`config.mk`:
```
export PLATFORM = sky130hd
export DESIGN_NAME = adc_capture_controller
export DESIGN_NICKNAME = d
export VERILOG_FILES = /design/src/rtl/adc_capture_pkg.sv /design/src/rtl/level_trigger_detect.sv /design/src/rtl/adc_capture_controller.sv
export SDC_FILE = /design/constraint.sdc
export NUM_CORES = 1
export LEC_CHECK = 0
export CAP_MARGIN = 20
export CORE_UTILIZATION = 60
export CTS_BUF_LIST = sky130_fd_sc_hd__clkbuf_8
export DETAILED_ROUTE_END_ITERATION = 16
export PLACE_DENSITY = 0.89
export SETUP_SLACK_MARGIN = 0.05
export SKIP_LAST_GASP = 1
export SLEW_MARGIN = 25
export SYNTH_ARGS = -nofsm -noshare
export SYNTH_HDL_FRONTEND = slang
export SYNTH_SLANG_ARGS = --single-unit
export TNS_END_PERCENT = 5
```
`constraint.sdc`:
```
create_clock -name clk -period 4.45 [get_ports clk]
set_input_delay 0.445 -clock clk [delete_from_list [all_inputs] [get_ports clk]]
set_output_delay 0.445 -clock clk [all_outputs]
set_load 0.005 [all_outputs]
```
`src/rtl/adc_capture_pkg.sv`:
```
// Shared definitions for the ADC capture path: FSM state encoding and the
// default sample/address widths (address width matches the carrier generator).
package adc_capture_pkg;

  localparam int DEF_DATA_W = 8;
  localparam int DEF_ADDR_W = 5;

  typedef enum logic [2:0] {
    IDLE    = 3'd0,
    FLUSH   = 3'd1,
    ARM     = 3'd2,
    CAPTURE = 3'd3,
    DONE    = 3'd4
  } cap_state_e;

endpackage

```
`src/rtl/level_trigger_detect.sv`:
```
// ADC input register pair, rising level-crossing detector and the ARM-state
// timeout counter that forces a capture when no crossing arrives.
module level_trigger_detect #(
  parameter int                DATA_W     = 8,
  parameter logic [DATA_W-1:0] TRIG_LEVEL = DATA_W'(128),
  parameter int                TIMEOUT    = 1023
) (
  input  logic              clk,
  input  logic              reset_n,
  input  logic [DATA_W-1:0] i_adc_data,
  input  logic              i_arm,
  output logic [DATA_W-1:0] o_prev_q,
  output logic              o_trig_hit,
  output logic              o_trig_timeout
);

  localparam int CNT_W = (TIMEOUT > 1) ? $clog2(TIMEOUT) : 1;

  logic [DATA_W-1:0] r_sample_q;
  logic [DATA_W-1:0] r_prev_q;
  logic [CNT_W-1:0]  r_cnt;
  logic              w_expired;

  // NOTE: sequential state uses non-blocking assignments so every flop samples
  // the pre-edge values; blocking here would turn prev_q into a copy of adc_data.
  always_ff @(posedge clk or negedge reset_n) begin
    if (!reset_n) begin
      r_sample_q <= '0;
      r_prev_q   <= '0;
    end else begin
      r_sample_q <= i_adc_data;
      r_prev_q   <= r_sample_q;
    end
  end

  assign w_expired = (r_cnt == CNT_W'(TIMEOUT - 1));

  // Counter is held at zero outside ARM, so it restarts on every ARM entry.
  always_ff @(posedge clk or negedge reset_n) begin
    if (!reset_n) begin
      r_cnt <= '0;
    end else if (!i_arm) begin
      r_cnt <= '0;
    end else if (!w_expired) begin
      r_cnt <= r_cnt + CNT_W'(1);
    end
  end

  assign o_prev_q       = r_prev_q;
  assign o_trig_hit     = (r_prev_q < TRIG_LEVEL) && (r_sample_q >= TRIG_LEVEL);
  assign o_trig_timeout = i_arm && w_expired;

endmodule

```
`src/rtl/adc_capture_controller.sv`:
```
// ADC burst capture controller: flush the ADC pipeline, optionally wait for a
// rising level crossing, then write 2^ADDR_W consecutive samples to the RAM.
module adc_capture_controller
  import adc_capture_pkg::*;
#(
  parameter int                DATA_W      = DEF_DATA_W,
  parameter int                ADDR_W      = DEF_ADDR_W,
  parameter int                ADC_LATENCY = 5,
  parameter logic [DATA_W-1:0] TRIG_LEVEL  = DATA_W'(128),
  parameter int                TIMEOUT     = 1023
) (
  input  logic              clk,
  input  logic              reset_n,
  input  logic              start,
  input  logic              trig_en,
  input  logic [DATA_W-1:0] adc_data,
  output logic              adc_clk,
  output logic              adc_oe_n,
  output logic              wr_en,
  output logic [ADDR_W-1:0] wr_addr,
  output logic [DATA_W-1:0] wr_data,
  output logic              busy,
  output logic              done,
  output logic              timed_out
);

  localparam int FL_W = (ADC_LATENCY > 0) ? $clog2(ADC_LATENCY + 1) : 1;

  cap_state_e        r_state;
  cap_state_e        w_state_next;
  logic [FL_W-1:0]   r_flush_cnt;
  logic [FL_W-1:0]   w_flush_cnt_next;
  logic [ADDR_W-1:0] r_cap_cnt;
  logic [ADDR_W-1:0] w_cap_cnt_next;
  logic              r_trig_en;
  logic              w_trig_en_next;
  logic              r_timed_out;
  logic              w_timed_out_next;

  logic              w_arm;
  logic              w_trig_hit;
  logic              w_trig_timeout;
  logic [DATA_W-1:0] w_prev_q;

  logic              r_adc_oe_n;
  logic              r_wr_en;
  logic [ADDR_W-1:0] r_wr_addr;
  logic [DATA_W-1:0] r_wr_data;
  logic              r_busy;
  logic              r_done;

  assign adc_clk = clk;
  assign w_arm   = (r_state == ARM);

  level_trigger_detect #(
    .DATA_W    (DATA_W),
    .TRIG_LEVEL(TRIG_LEVEL),
    .TIMEOUT   (TIMEOUT)
  ) u_trig (
    .clk           (clk),
    .reset_n       (reset_n),
    .i_adc_data    (adc_data),
    .i_arm         (w_arm),
    .o_prev_q      (w_prev_q),
    .o_trig_hit    (w_trig_hit),
    .o_trig_timeout(w_trig_timeout)
  );

  always_ff @(posedge clk or negedge reset_n) begin
    if (!reset_n) begin
      r_state     <= IDLE;
      r_flush_cnt <= '0;
      r_cap_cnt   <= '0;
      r_trig_en   <= 1'b0;
      r_timed_out <= 1'b0;
    end else begin
      r_state     <= w_state_next;
      r_flush_cnt <= w_flush_cnt_next;
      r_cap_cnt   <= w_cap_cnt_next;
      r_trig_en   <= w_trig_en_next;
      r_timed_out <= w_timed_out_next;
    end
  end

  // NOTE: every signal assigned below gets its default first, so no path
  // through the case can leave a value unassigned and infer a latch.
  always_comb begin
    w_state_next     = r_state;
    w_flush_cnt_next = r_flush_cnt;
    w_cap_cnt_next   = r_cap_cnt;
    w_trig_en_next   = r_trig_en;
    w_timed_out_next = r_timed_out;
    case (r_state)
      IDLE: begin
        if (start) begin
          w_trig_en_next   = trig_en;
          w_timed_out_next = 1'b0;
          w_flush_cnt_next = FL_W'(ADC_LATENCY);
          w_state_next     = FLUSH;
        end
      end
      FLUSH: begin
        if (r_flush_cnt == '0) begin
          w_cap_cnt_next = '0;
          w_state_next   = r_trig_en ? ARM : CAPTURE;
        end else begin
          w_flush_cnt_next = r_flush_cnt - FL_W'(1);
        end
      end
      ARM: begin
        // A crossing on the expiry cycle is a genuine trigger, not a timeout.
        if (w_trig_hit) begin
          w_cap_cnt_next = '0;
          w_state_next   = CAPTURE;
        end else if (w_trig_timeout) begin
          w_cap_cnt_next   = '0;
          w_timed_out_next = 1'b1;
          w_state_next     = CAPTURE;
        end
      end
      CAPTURE: begin
        w_cap_cnt_next = r_cap_cnt + ADDR_W'(1);
        if (r_cap_cnt == '1) begin
          w_state_next = DONE;
        end
      end
      DONE: begin
        w_state_next = IDLE;
      end
      default: begin
        w_state_next = IDLE;
      end
    endcase
  end

  // Output stage sits one register behind the FSM. The sample that was in
  // sample_q on the CAPTURE-entry edge is in prev_q one edge later, so writes
  // take prev_q and address 0 still holds the triggering sample.
  always_ff @(posedge clk or negedge reset_n) begin
    if (!reset_n) begin
      r_adc_oe_n <= 1'b1;
      r_wr_en    <= 1'b0;
      r_wr_addr  <= '0;
      r_wr_data  <= '0;
      r_busy     <= 1'b0;
      r_done     <= 1'b0;
    end else begin
      r_wr_en    <= (r_state == CAPTURE);
      r_wr_addr  <= (r_state == CAPTURE) ? r_cap_cnt : '0;
      r_done     <= (r_state == DONE);
      r_busy     <= (w_state_next != IDLE) || (r_state == DONE);
      r_adc_oe_n <= (w_state_next == IDLE);
      if (r_state == CAPTURE) begin
        r_wr_data <= w_prev_q;
      end
    end
  end

  assign adc_oe_n  = r_adc_oe_n;
  assign wr_en     = r_wr_en;
  assign wr_addr   = r_wr_addr;
  assign wr_data   = r_wr_data;
  assign busy      = r_busy;
  assign done      = r_done;
  assign timed_out = r_timed_out;

endmodule

```
==> run_results.csv <==
group,metric,value,unit
job,cap_violations,0,
cts,ctsHoldBuffers,0,
pwr,p_switching,0.4769,mW
detailed_routing,drtAntennaViolNets,0,
floorplanning,die_h,62.26,um
cts,cts_tree,"yes",
grt,grt_start_max_net_pins,57,
timing,relSlewSlack,54.26,%
critical_path,crit_arrival,2.89,ns
pwr,p_comb_share,28.3,%
grt,grt_pass1_wl,7.314,mm
worst_hold_path,hold_class,"in -> async",
critical_path,endpoint_kind,"primary output",
floorplanning,rows,21,
synth,synth_warnings,0,
timing,clock_skew,0.01144,ns
layout,finish.net_count,241,
timing,slew_violations,0,
outcome,status,"completed",
synth,yosys_register_bits,56,
detailed_routing,post_drt_wl_per_cell,16.02,um
critical_path,cp-start-kind,"clock port",
synth,netlist_instances,189,
floorplanning,fp.dieW,62.26,um
detailed_routing,wirelength,4.326,mm
grt,grt_pass1_vias,1569,
place,place_congestion,0.9119,
detailed_routing,drc,0,
pwr,pwr-share-clk,26.3,%
pwr,p_leak,1.261,nW
cts,clk_pin_slew,0.10,ns
pwr,ir_drop,0.0003139,V
floorplanning,start_util,63.77,%
synth,syn_avg_cell_area,11.53,um^2
timing,setup_tns,0,ns
timing,rsz0062_at_grt,"false",
synth,netlist_area,2178,um^2
critical_path,path_class,"clk -> out",
layout,drive_above_1_share,8.036,%
place,hpwl,2.910,mm
pwr,p_per_area,587.2,nW/um^2
layout,multi_input_area,714.4,um^2
place,portBuffers,30,
synth,synthDistinctLibCells,39,
timing,tightest_slew,0.6809,ns
grt,track_usage,25.41,%
layout,regArea,1403,um^2
floorplanning,fp.dieArea,3876,um^2
grt,antenna_found_initial,0,
timing,setup_violations,0,
floorplanning,core,3416,um^2
cts,clk_latency,0.42,ns
pwr,seq_power_share,45.4,%
detailed_routing,vias,1564,
critical_path,cp_common_cell,"clkbuf_8",
critical_path,slowest_delay,0.43,ns
cts,cts_setup_buffers,0,
floorplanning,pin_count,31,
synth,synth_nets,207,
critical_path,cp_cell_sequence,"clkbuf_8 -> clkbuf_8 -> clkdlybuf4s50_1",
critical_path,critPathSlowestCell,"clkdlybuf4s50_1",
layout,syn_to_final_growth,21.54,%
grt,grt_overflow_total,0,
critical_path,cp.required,4.01,ns
layout,fillCellCount,202,
synth,ys_seq_area_share,64.39,%
layout,postLayoutCoreUtil,77.51,%
detailed_routing,firstDrtPassIters,4,
detailed_routing,drtIter0Drc,97,
detailed_routing,post_drt_via_cell_ratio,5.793,
timing,hold_viol,0,
pwr,internal-power,1.078,mW
critical_path,cp_max_fo,2,
layout,diodes,0,
pwr,swShare,30.68,%
critical_path,rr_worst_depth,5,
cts,ctsResizeCount,0,
-- worst max-delay path: cells and delay by family --
family | cells | cell delay, ns
buffers and inverters | 3 | 0.66
-- layout by cell type (no fill, tap or decap), drive strengths merged, types with 2 or more instances in the layout --
cell type and count:
a211o 2, a211oi 3, a21oi 4, a22o 2, a31oi 5, and3 10, clkbuf 8, clkdlybuf4s50 29
dfrtp 55, ha 6, inv 8, mux2i 2, nand2 36, nand3 4, nand4 3, nor2 9
nor2b 3, nor3 7, nor3b 3, o21ai 4, o31ai 2, xnor2 2
-- power groups by stage --
stage | sequential, mW | clock [mW] | combinational, mW
final | 0.706 | 0.409 | 0.440
after global routing | 0.719 | 0.431 | 0.489
after CTS | 0.704 | 0.419 | 0.443
after detailed placement | 0.713 | 0.0189 | 0.433
after global placement | 0.702 | 0.0189 | 0.402
after floorplan | 0.693 | 0.0146 | 0.247
-- area by class of cell --
cell class                 instances  area share, %
sequential                        56          52.98
multi-input combinational        120          26.98
timing repair buffer              29          10.87
clock buffer                       9          4.537
tap                               46          2.174
clock inverter                     3          1.465
inverter                           7         0.9924
-- state kept, by name, summed over array words and instances, names as in the netlist --
name	count
done	1
u_trig.r_cnt	10
u_trig.o_prev_q	8
u_trig.r_sample_q	8
r_cap_cnt	5
wr_addr	5
wr_data	8
timed_out	1
r_state	3
r_trig_en	1
busy	1
adc_oe_n	1
r_flush_cnt	3
wr_en	1
-- path summary, 6_finish.rpt --
| kind | from | endpoint | slack [ns] |
|---|---|---|---|
| worst min register to register | u_trig.r_sample_q[5] | u_trig.o_prev_q[5] | 0.36 |
| worst max-delay path | clk | adc_clk | 1.12 |
| worst min-delay path | reset_n | r_flush_cnt[0] | 0.05 |
| min in group clk | u_trig.r_sample_q[5] | u_trig.o_prev_q[5] | 0.36 |
| max in group asynchronous | reset_n | r_cap_cnt[2] | 3.95 |
| worst max register to register | r_state[0] | r_cap_cnt[3] | 2.38 |
-- kinds of logic (layout without fill, tap and decap cells) --
| family | count (synthesis) | after routing | synth area share, % |
|---|---|---|---|
| adders and majority gates | 6 | 6 | 3.446 |
| and+or+nand+nor | 82 | 82 | 18.44 |
| muxes | 3 | 3 | 1.436 |
| DFF | 56 | 56 | 64.39 |
| xor gates and xnor gates | 2 | 2 | 0.8043 |
| AOI/OAI and AO/OA | 27 | 27 | 8.674 |
| buffers and inverters | 13 | 48 | 2.815 |
-- routing by layer --
layer / part of all wire (%) / vias up / wire [um] / GRT usage (%)
met2: 53 / 72 / 2283 / 43.41
met3: 5.8 / 18 / 250 / 6.066
met4: 3.7 / 0 / 159 / 14.24
met1: 38 / 756 / 1633 / 29.36
met5: 0 / - / 0 / 0
li1: - / 718 / - / -
-- metrics by stage --
step	total power [mW]	instance area, um^2	hold WS [ns]	instances	setup WS [ns]
after floorplan	0.9550	2178	0.1494	189	1.669
final	1.555	2648	0.05362	270	1.116
after CTS	1.566	2648	0.07888	270	1.107
after detailed placement	1.165	2499	0.3418	259	1.366
after global placement	1.123	2496	0.3318	259	1.366
after global routing	1.639	2648	0.1122	270	1.107
-- Yosys cell counts --
cell       number  area [um^2]
nand3_1         4        20.02
buf_4           1        7.510
and2_1          1        6.260
nor4b_1         1        8.760
a211oi_1        3        22.52
a2bb2oi_1       1        8.760
nor2b_1         3        18.77
ha_1            6        75.07
nand2b_1        1        6.260
nand4_2         1        12.51
clkbuf_1        3        11.26
nor3b_1         3        22.52
nor3_1          7        35.03
buf_6           1        11.26
mux2_2          1        11.26
inv_1           7        26.28
o41ai_1         1        8.760
a21oi_1         4        20.02
o31ai_1         2        15.01
and3_1         10        62.56
dfrtp_1        55         1376
nand2_1        36        135.1
nand3b_1        1        7.510
nand4_1         2        12.51
mux2i_1         2        20.02
buf_2           1        5.000
or3_1           1        6.260
a21o_1          1        7.510
nor2_1          9        33.78
xnor2_1         2        17.52
dfstp_2         1        26.28
a22o_2          2        20.02
a31oi_1         5        31.28
or4_1           1        7.510
a211o_1         2        17.52
o21ai_0         4        20.02
a31o_2          1        8.760
o311ai_0        1        8.760
or2_2           1        6.260
(Power assumes the default switching activity.)
